--- src/rtl/customer_dispense_if.sv ---
// Signal bundle between the customer purchase path and the rest of the machine:
// mode/coin/selection strobes in, supply array read/write-back and customer outputs.
interface customer_dispense_if;
   logic [1:0] mode;
   logic       coin_valid;
   logic [1:0] coin;
   logic       select_valid;
   logic [1:0] select;
   logic       cancel;
   logic [3:0] supply;
   logic [1:0] slot_addr;
   logic [3:0] supply_out;
   logic       dispense;
   logic       change_valid;
   logic [1:0] change_coin;
   logic       coin_reject;
   logic       redLight;
   logic       needMore;
   logic [7:0] credit;
   logic [2:0] dbg_state;

   modport slave (
      input  mode, coin_valid, coin, select_valid, select, cancel, supply,
      output slot_addr, supply_out, dispense, change_valid, change_coin,
             coin_reject, redLight, needMore, credit, dbg_state
   );

   modport master (
      output mode, coin_valid, coin, select_valid, select, cancel, supply,
      input  slot_addr, supply_out, dispense, change_valid, change_coin,
             coin_reject, redLight, needMore, credit, dbg_state
   );
endinterface

--- src/rtl/customer_dispense.sv ---
// Customer purchase path: coin credit, stock/price check, slot decrement and greedy change.
// Optional refund button enabled by defining CANCEL_EN.
module customer_dispense #(
   parameter logic [3:0] PRICE0 = 4'd3,
   parameter logic [3:0] PRICE1 = 4'd5,
   parameter logic [3:0] PRICE2 = 4'd7,
   parameter logic [3:0] PRICE3 = 4'd10
) (
   input logic                clk,
   input logic                rst,
   customer_dispense_if.slave bus
);
   localparam logic [2:0] S_IDLE     = 3'd0;
   localparam logic [2:0] S_COLLECT  = 3'd1;
   localparam logic [2:0] S_CHECK    = 3'd2;
   localparam logic [2:0] S_DISPENSE = 3'd3;
   localparam logic [2:0] S_CHANGE   = 3'd4;

   // Handshake: coin_valid, select_valid and cancel are one-cycle requests sampled on the
   // rising edge with no ready; a request the block cannot take is dropped, and a dropped
   // coin is reported by a coin_reject pulse in the following cycle.
   logic [2:0] state;
   logic [7:0] credit;
   logic [1:0] slot_addr;
   logic [3:0] supply_out;
   logic       dispense;
   logic       change_valid;
   logic [1:0] change_coin;
   logic       coin_reject;
   logic       red_light;
   logic       need_more;

   logic       buy;
   logic       refund_req;
   logic [3:0] coin_units;
   logic [8:0] credit_sum;
   logic       coin_ok;
   logic [3:0] price;
   logic [1:0] chg_code;
   logic [7:0] chg_units;
   logic [7:0] credit_left;

   assign buy = (bus.mode == 2'b01);

`ifdef CANCEL_EN
   assign refund_req = !buy || bus.cancel;
`else
   logic unused_cancel;
   assign unused_cancel = bus.cancel;
   assign refund_req    = !buy;
`endif

   always_comb begin
      coin_units = 4'd0;
      case (bus.coin)
         2'b01:   coin_units = 4'd1;
         2'b10:   coin_units = 4'd2;
         2'b11:   coin_units = 4'd5;
         default: coin_units = 4'd0;
      endcase
   end

   // Ninth bit of the sum flags a coin that would push credit past 255.
   assign credit_sum = {1'b0, credit} + {5'd0, coin_units};
   assign coin_ok    = (bus.coin != 2'b00) && !credit_sum[8];

   always_comb begin
      price = PRICE0;
      case (slot_addr)
         2'd1:    price = PRICE1;
         2'd2:    price = PRICE2;
         2'd3:    price = PRICE3;
         default: price = PRICE0;
      endcase
   end

   always_comb begin
      chg_code  = 2'b01;
      chg_units = 8'd1;
      if (credit >= 8'd5) begin
         chg_code  = 2'b11;
         chg_units = 8'd5;
      end else if (credit >= 8'd2) begin
         chg_code  = 2'b10;
         chg_units = 8'd2;
      end
   end

   assign credit_left = credit - chg_units;

   always_ff @(posedge clk or posedge rst) begin
      if (rst) begin
         state        <= S_IDLE;
         credit       <= 8'd0;
         slot_addr    <= 2'd0;
         supply_out   <= 4'd0;
         dispense     <= 1'b0;
         change_valid <= 1'b0;
         change_coin  <= 2'b00;
         coin_reject  <= 1'b0;
         red_light    <= 1'b0;
         need_more    <= 1'b0;
      end else begin
         dispense     <= 1'b0;
         change_valid <= 1'b0;
         change_coin  <= 2'b00;
         coin_reject  <= 1'b0;
         supply_out   <= bus.supply;
         case (state)
            S_IDLE: begin
               if (bus.coin_valid) begin
                  if (buy && coin_ok) begin
                     credit    <= credit_sum[7:0];
                     red_light <= 1'b0;
                     need_more <= 1'b0;
                     state     <= S_COLLECT;
                  end else begin
                     coin_reject <= 1'b1;
                  end
               end
            end
            S_COLLECT: begin
               if (refund_req) begin
                  coin_reject <= bus.coin_valid;
                  state       <= (credit != 8'd0) ? S_CHANGE : S_IDLE;
               end else if (bus.coin_valid) begin
                  if (coin_ok) credit <= credit_sum[7:0];
                  else         coin_reject <= 1'b1;
                  if (coin_ok || bus.select_valid) begin
                     red_light <= 1'b0;
                     need_more <= 1'b0;
                  end
               end else if (bus.select_valid) begin
                  slot_addr <= bus.select;
                  red_light <= 1'b0;
                  need_more <= 1'b0;
                  state     <= S_CHECK;
               end
            end
            S_CHECK: begin
               coin_reject <= bus.coin_valid;
               if (bus.supply == 4'd0) begin
                  red_light <= 1'b1;
                  state     <= S_COLLECT;
               end else if (credit < {4'd0, price}) begin
                  need_more <= 1'b1;
                  state     <= S_COLLECT;
               end else begin
                  dispense   <= 1'b1;
                  supply_out <= bus.supply - 4'd1;
                  credit     <= credit - {4'd0, price};
                  state      <= S_DISPENSE;
               end
            end
            S_DISPENSE, S_CHANGE: begin
               // The first change coin leaves straight out of DISPENSE so coins follow it back to back.
               coin_reject <= bus.coin_valid;
               if (credit != 8'd0) begin
                  change_valid <= 1'b1;
                  change_coin  <= chg_code;
                  credit       <= credit_left;
                  state        <= (credit_left == 8'd0) ? S_IDLE : S_CHANGE;
               end else begin
                  state <= S_IDLE;
               end
            end
            default: state <= S_IDLE;
         endcase
      end
   end

   assign bus.slot_addr    = slot_addr;
   assign bus.supply_out   = supply_out;
   assign bus.dispense     = dispense;
   assign bus.change_valid = change_valid;
   assign bus.change_coin  = change_coin;
   assign bus.coin_reject  = coin_reject;
   assign bus.redLight     = red_light;
   assign bus.needMore     = need_more;
   assign bus.credit       = credit;
   assign bus.dbg_state    = state;
endmodule

--- src/flat_wrapper.sv ---
// flat-port wrapper written by rule: the top's interface ports become plain ports
module customer_dispense_flat 
#(
   parameter logic [3:0] PRICE0 = 4'd3,
   parameter logic [3:0] PRICE1 = 4'd5,
   parameter logic [3:0] PRICE2 = 4'd7,
   parameter logic [3:0] PRICE3 = 4'd10
)
  (clk, rst, bus_mode, bus_coin_valid, bus_coin, bus_select_valid, bus_select, bus_cancel, bus_supply, bus_slot_addr, bus_supply_out, bus_dispense, bus_change_valid, bus_change_coin, bus_coin_reject, bus_redLight, bus_needMore, bus_credit, bus_dbg_state);
  customer_dispense_if bus_i ();
  input logic clk;
  input logic rst;
  input wire logic [$bits(bus_i.mode)-1:0] bus_mode;
  input wire logic [$bits(bus_i.coin_valid)-1:0] bus_coin_valid;
  input wire logic [$bits(bus_i.coin)-1:0] bus_coin;
  input wire logic [$bits(bus_i.select_valid)-1:0] bus_select_valid;
  input wire logic [$bits(bus_i.select)-1:0] bus_select;
  input wire logic [$bits(bus_i.cancel)-1:0] bus_cancel;
  input wire logic [$bits(bus_i.supply)-1:0] bus_supply;
  output wire logic [$bits(bus_i.slot_addr)-1:0] bus_slot_addr;
  output wire logic [$bits(bus_i.supply_out)-1:0] bus_supply_out;
  output wire logic [$bits(bus_i.dispense)-1:0] bus_dispense;
  output wire logic [$bits(bus_i.change_valid)-1:0] bus_change_valid;
  output wire logic [$bits(bus_i.change_coin)-1:0] bus_change_coin;
  output wire logic [$bits(bus_i.coin_reject)-1:0] bus_coin_reject;
  output wire logic [$bits(bus_i.redLight)-1:0] bus_redLight;
  output wire logic [$bits(bus_i.needMore)-1:0] bus_needMore;
  output wire logic [$bits(bus_i.credit)-1:0] bus_credit;
  output wire logic [$bits(bus_i.dbg_state)-1:0] bus_dbg_state;
  assign bus_i.mode = bus_mode;
  assign bus_i.coin_valid = bus_coin_valid;
  assign bus_i.coin = bus_coin;
  assign bus_i.select_valid = bus_select_valid;
  assign bus_i.select = bus_select;
  assign bus_i.cancel = bus_cancel;
  assign bus_i.supply = bus_supply;
  assign bus_slot_addr = bus_i.slot_addr;
  assign bus_supply_out = bus_i.supply_out;
  assign bus_dispense = bus_i.dispense;
  assign bus_change_valid = bus_i.change_valid;
  assign bus_change_coin = bus_i.change_coin;
  assign bus_coin_reject = bus_i.coin_reject;
  assign bus_redLight = bus_i.redLight;
  assign bus_needMore = bus_i.needMore;
  assign bus_credit = bus_i.credit;
  assign bus_dbg_state = bus_i.dbg_state;
  customer_dispense #(.PRICE0(PRICE0), .PRICE1(PRICE1), .PRICE2(PRICE2), .PRICE3(PRICE3)) u_core (.clk(clk), .rst(rst), .bus(bus_i));
endmodule
--- config.mk ---
export PLATFORM = sky130hd
export DESIGN_NAME = customer_dispense_flat
export DESIGN_NICKNAME = d
export VERILOG_FILES = /design/src/rtl/customer_dispense_if.sv /design/src/rtl/customer_dispense.sv /design/src/flat_wrapper.sv
export SDC_FILE = /design/constraint.sdc
export NUM_CORES = 1
export LEC_CHECK = 0
export CAP_MARGIN = 5
export CELL_PAD_IN_SITES_DETAIL_PLACEMENT = 2
export CELL_PAD_IN_SITES_GLOBAL_PLACEMENT = 2
export CORE_ASPECT_RATIO = 0.7
export CORE_MARGIN = 2
export CORE_UTILIZATION = 28
export DETAILED_ROUTE_END_ITERATION = 16
export PLACE_DENSITY = 0.79
export SETUP_SLACK_MARGIN = 0.1
export SLEW_MARGIN = 40
export SYNTH_ARGS = -nofsm -noshare
export SYNTH_HDL_FRONTEND = slang
export SYNTH_SLANG_ARGS = --single-unit
--- constraint.sdc ---
create_clock -name clk -period 3 [get_ports clk]
set_clock_uncertainty 0.05 [all_clocks]
set_input_delay 0.3 -clock clk [delete_from_list [all_inputs] [get_ports clk]]
set_output_delay 0.3 -clock clk [all_outputs]
set_load 0.03 [all_outputs]
### Word level (Yosys, flattened, before mapping)

Cells that the tools add are included.

* output and inout port bits: 24
* bits in latches: 0
* ROM bits: 0
* flip-flop bits (word level): 24
* memories: 0
* logic and storage cells: 114
* RAM bits: 0

* shifts and indexed selects: 0
* muxes and demuxes: 53
* reductions and logical operators: 18
* div/mod/pow operators: 0
* order comparisons: 3
* bitwise gates (word level): 1
* multiply operators: 0
* add/subtract/negate cells: 4
* equality and inequality tests: 25

Operators with widths (count)
* $mux W8: 9
* $pmux W8 S4: 1
* $mux W3: 9
* $mux W1: 19
* $mux W2: 6
* $mux W4: 3
* $ne A2 B1 Y1 const B: 6
* $pmux W3 S4: 1
* $pmux W4 S3: 1
* $add A8 B3 Y9: 1
* $ne A3 B3 Y1 const B: 3
* $pmux W1 S3: 3
* $pmux W3 S3: 1
* $reduce_and A9 Y1: 1
* $eq A2 B2 Y1 const B: 4
* $ge A8 B2 Y1 const B: 1
* $ge A8 B3 Y1 const B: 1
* $logic_not A8 Y1: 1
* $lt A8 B4 Y1: 1
* $ne A2 B2 Y1 const B: 4
* $reduce_and A4 Y1: 2
* $reduce_and A8 Y1: 1
* $reduce_bool A8 Y1: 1
* $sub A8 B4 Y8: 1
* 19 further kinds: 23

### Longest topological paths before layout

* depth after elaboration: 10
* gate-level depth with buffers: 13
* gate-level depth less buffers: 12

### Least setup slack after synthesis

No wires, ideal clock.

* path type: flip-flop to flip-flop
* start point: register u_core.credit[4], in the netlist u_core.bus.credit[4]
* end point: register u_core.credit[7], in the netlist u_core.bus.credit[7]
* setup slack: -0.166 ns
* stages on the path, launching flop included: 11
* path buffers: 1
* required time: 2.829 ns
* library setup time: 0.121 ns
* clock period less this slack: 3.166 ns
* arrival time: 2.995 ns
* path through: dfrtp_1 buf_2 nor4_1 nand2_1 or3_1 ha_1 a221oi_4 nand3b_1 and3_1 or3_1 a22o_1

* word-level cells in the longest chain between the ends: 6
* elaborated cells between the ends (all ways): 26
* those cells by class: 3 x add/sub; 3 x order compare; 4 x eq/ne; 11 x mux; 5 x reduce/logical

Ends and longest elaborated chain
* start: declaration: line customer_dispense.sv:23 `logic [7:0] credit;`
* start signal: assignment: line customer_dispense.sv:113 `credit <= credit_sum[7:0];`
* start signal: assignment: line customer_dispense.sv:127 `if (coin_ok) credit <= credit_sum[7:0];`
* start signal: assignment: line customer_dispense.sv:151 `credit <= credit - {4'd0, price};`
* $ge A8 B2 Y1 or $add A8 B3 Y9 (tied branches): line customer_dispense.sv:83, customer_dispense.sv:64
* $mux W2 or $logic_not A1 Y1 (tied branches): line customer_dispense.sv:83, customer_dispense.sv:65
* $mux W8 or $logic_and A1 B1 Y1 (tied branches): line customer_dispense.sv:80, customer_dispense.sv:65
* $sub A8 B8 Y8 or $logic_and A1 B1 Y1 (tied branches): line customer_dispense.sv:89, customer_dispense.sv:112
* $mux W8 or $ne A2 B1 Y1 (tied branches)
* $pmux W8 S4 or $reduce_and A9 Y1 (tied branches)

Several ways; a longest one is shown, not always the timed one. The select of a mux whose other input is x is not followed.
A chain may end at the register's enable or synchronous reset.

### Worst setup path in the final report

* start point: register u_core.credit[5], in the netlist u_core.bus.credit[5]
* end point: register u_core.credit[7], in the netlist u_core.bus.credit[7]

The elaborated chain is that of the path after synthesis.

==> summary.txt <==
Detailed routing
  • DRC violation total after the first TritonRoute iteration: 62
  • DRT Pass-1 Iters: 6
  • Final WL: 7070 um
  • Routed wire per std cell: 19.0 um
  • Post-DR vias/cell: 5.13
  • Post-route antenna net violation count: 0
  • DR DRC count: 0
  • Vias: 1915

Synthesis
  • Register bit total from synthesis: 24
  • Area contributors post-synth: dfrtp_1, ha_1, nor2_1
  • Most numerous cell in the Yosys netlist: nor2_1
  • Mapped Cells: 226
  • Seq/Total Area, Yosys: 30.8%
  • Syn. warnings: 0
  • Top-area cell type share of the netlist area: 30.8%
  • Synthesized area: 1950 sq um
  • Syn Area/Cell: 8.63 sq um
  • Syn Nets: 258
  • Post-synth EDFFs: 0
  • Async set or reset register ratio after synthesis: 100%
  • Yosys top cell by area: dfrtp_1
  • Netlist cell types: 53
  • Predominant post-synthesis flop cell: dfrtp_1
  • Top cells by count, synth: nor2_1, dfrtp_1, nand2_1, inv_1

Status
  • Status: completed

Placement
  • PortBufs: 37
  • HPWL Detailed: 5390 um
  • Worst slack at placement: -0.0171 ns
  • GP Congestion: 0.873
  • Placed Area: 2540 sq um

Final layout
  • Total Nets Final: 312
  • Share of cells above drive strength 1: 20.1%
  • Final instance area: 2730 sq um
  • Area of the multi-input gates: 1340 sq um
  • N_diodes: 0
  • FF+latch area: 603 sq um
  • P&R area growth vs syn: 39.8%
  • Fill cells: 766

Clock network
  • CTS Buffer Depth: 2
  • Clk root buf: clkbuf_8
  • CTS clock-pin slew for the worst setup and hold paths: 0.10 ns
  • CTS tree: done
  • # H-tree levels: 1
  • Num CTS Buffers: 3
  • CTS sink count: 24
  • Worst-Skew Late Latency: 0.28 ns

Timing
  • Post-route minimum period: 2.82 ns
  • FMAX: 355 MHz
  • Final Hold Fails: 0
  • RSZ-0062 raised after global routing: yes
  • Post-route setup slack: 0.182 ns
  • Max-slew violation count: 0
  • Actual slew at the worst max-slew pin: 0.759 ns
  • Hold Worst Slack: 0.286 ns
  • Relative slew slack: 48.9%
  • Final setup fails: 0
  • Period utilisation layout: 93.9%

Global routing
  • Initial antenna violation count: 0
  • Largest net degree at the start of global routing: 18
  • Total GRT Usage: 19.5%
  • Number of global-route vias before repair: 2053
  • Gr ovfl total: 0
  • First-pass GRT wire length: 11600 um

Setup path
  • Crit Path Max Fanout: 5
  • Critical path class: register to register
  • CP Capture Type: register
  • CP required: 3.12 ns
  • CP Launch Type: register
  • Worst EP arrival: 2.94 ns

Die
  • Row cnt: 25
  • Die H: 73.8 um
  • Core ar.: 6760 sq um
  • Die area: 7660 sq um
  • Boundary Pins: 39
  • Starting Density: 28.9%
  • Die Wd: 104 um

Job
  • Maximum Capacitance Violations: 0

Worst hold path
  • Worst Hold Class: input port to asynchronous set/reset pin

Pwr
  • Power per standard cell area: 1060 nW/um^2
  • P_leak: 1.10 nW
  • Peak VDD IR: 0.490 mV
-- layout by cell type (no fill, tap or decap), types with 4 or more instances in the layout --
cell type and n:
a21oi_1 11, inv_1 14, nand2b_1 5, nand2_1 17, dfrtp_1 22, nor2b_1 4
o21ai_0 12, nor2_1 29, a211oi_1 4, clkdlybuf4s50_1 37, nor3_1 5, xnor2_1 9
ha_1 11, and2_1 4, buf_4 20
-- where the power goes --
part / internal (mW) / switching, mW
Sequential: 0.425 / 0.118
Combinational: 0.891 / 1.14
Clock: 0.179 / 0.124
Total: 1.49 / 1.38
-- kinds of logic after synthesis --
group           synth area share (%)
fa+ha+maj                       12.1
mux                             2.12
flops                           30.8
buf+inv                         5.58
simple gates                    26.0
compound gates                  18.5
xor+xnor                        4.94
-- critical path, stage by stage, from the launching register on --
cell and delay (ns):
dfrtp_2 0.43, nor4_4 0.34, nand2_1 0.11, or3_4 0.41, ha_4 0.24, a221oi_4 0.29
nand3b_1 0.13, and3_1 0.19, or3_1 0.34, a22o_1 0.18
-- registers in the layout, summed over array words and instances (netlist names) --
name	count
u_core.bus.change_valid	1
u_core.bus.dispense	1
u_core.bus.coin_reject	1
u_core.bus.change_coin	2
u_core.bus.slot_addr	2
u_core.bus.credit	8
u_core.bus.needMore	1
u_core.bus.dbg_state	3
u_core.bus.redLight	1
u_core.bus.supply_out	4
-- path summary, 6_finish.rpt --
kind,startpoint,end,slack [ns],cells after the start
max in group asynchronous,rst,u_core.bus.supply_out[1],2.03,3
setup reg to reg,u_core.bus.credit[5],u_core.bus.credit[7],0.18,9
hold reg to reg,u_core.bus.needMore,u_core.bus.needMore,0.47,2
setup / recovery,u_core.bus.credit[5],u_core.bus.credit[7],0.18,9
hold / removal,rst,u_core.bus.change_coin[1],0.29,2
min in group clk,u_core.bus.needMore,u_core.bus.needMore,0.47,2
-- metrics by stage --
| stage | util, % | cells | setup TNS, ns | total power, mW |
|---|---|---|---|---|
| detailed placement | 37.6 | 363 | -0.0171 | 2.37 |
| CTS | 39.3 | 368 | 0 | 2.78 |
| floorplan | - | 226 | 0 | 1.72 |
| global route | 40.4 | 373 | -0.100 | 3.10 |
| global placement | 37.6 | 363 | 0 | 2.30 |
| finish | 40.4 | 373 | 0 | 2.88 |
-- metal layers --
layer | vias to the layer above | wire (um) | GRT usage, %
met3 | 4 | 256 | 3.82
met1 | 973 | 3410 | 26.6
met2 | 35 | 3350 | 33.5
li1 | 903 | - | -
met4 | 0 | 50 | 2.25
met5 | - | 0 | 0
-- repair_timing --
| action | in CTS | in global routing |
|---|---|---|
| setup endpoints to repair | 3 | 9 |
| pin swaps | 8 | 13 |
| gates resized for setup | 12 | 7 |
| setup buffers | 1 | 5 |
| hold buffers | 0 | 0 |
-- cell type report --
cell class,count,area share [%]
clock inverters,1,1.10
flip-flops and latches,24,22.1
multi-input cells,177,49.3
repair buffers,58,19.5
well taps,94,4.31
inverters,16,2.20
clock buffers,3,1.51
(Power assumes the default switching activity.)
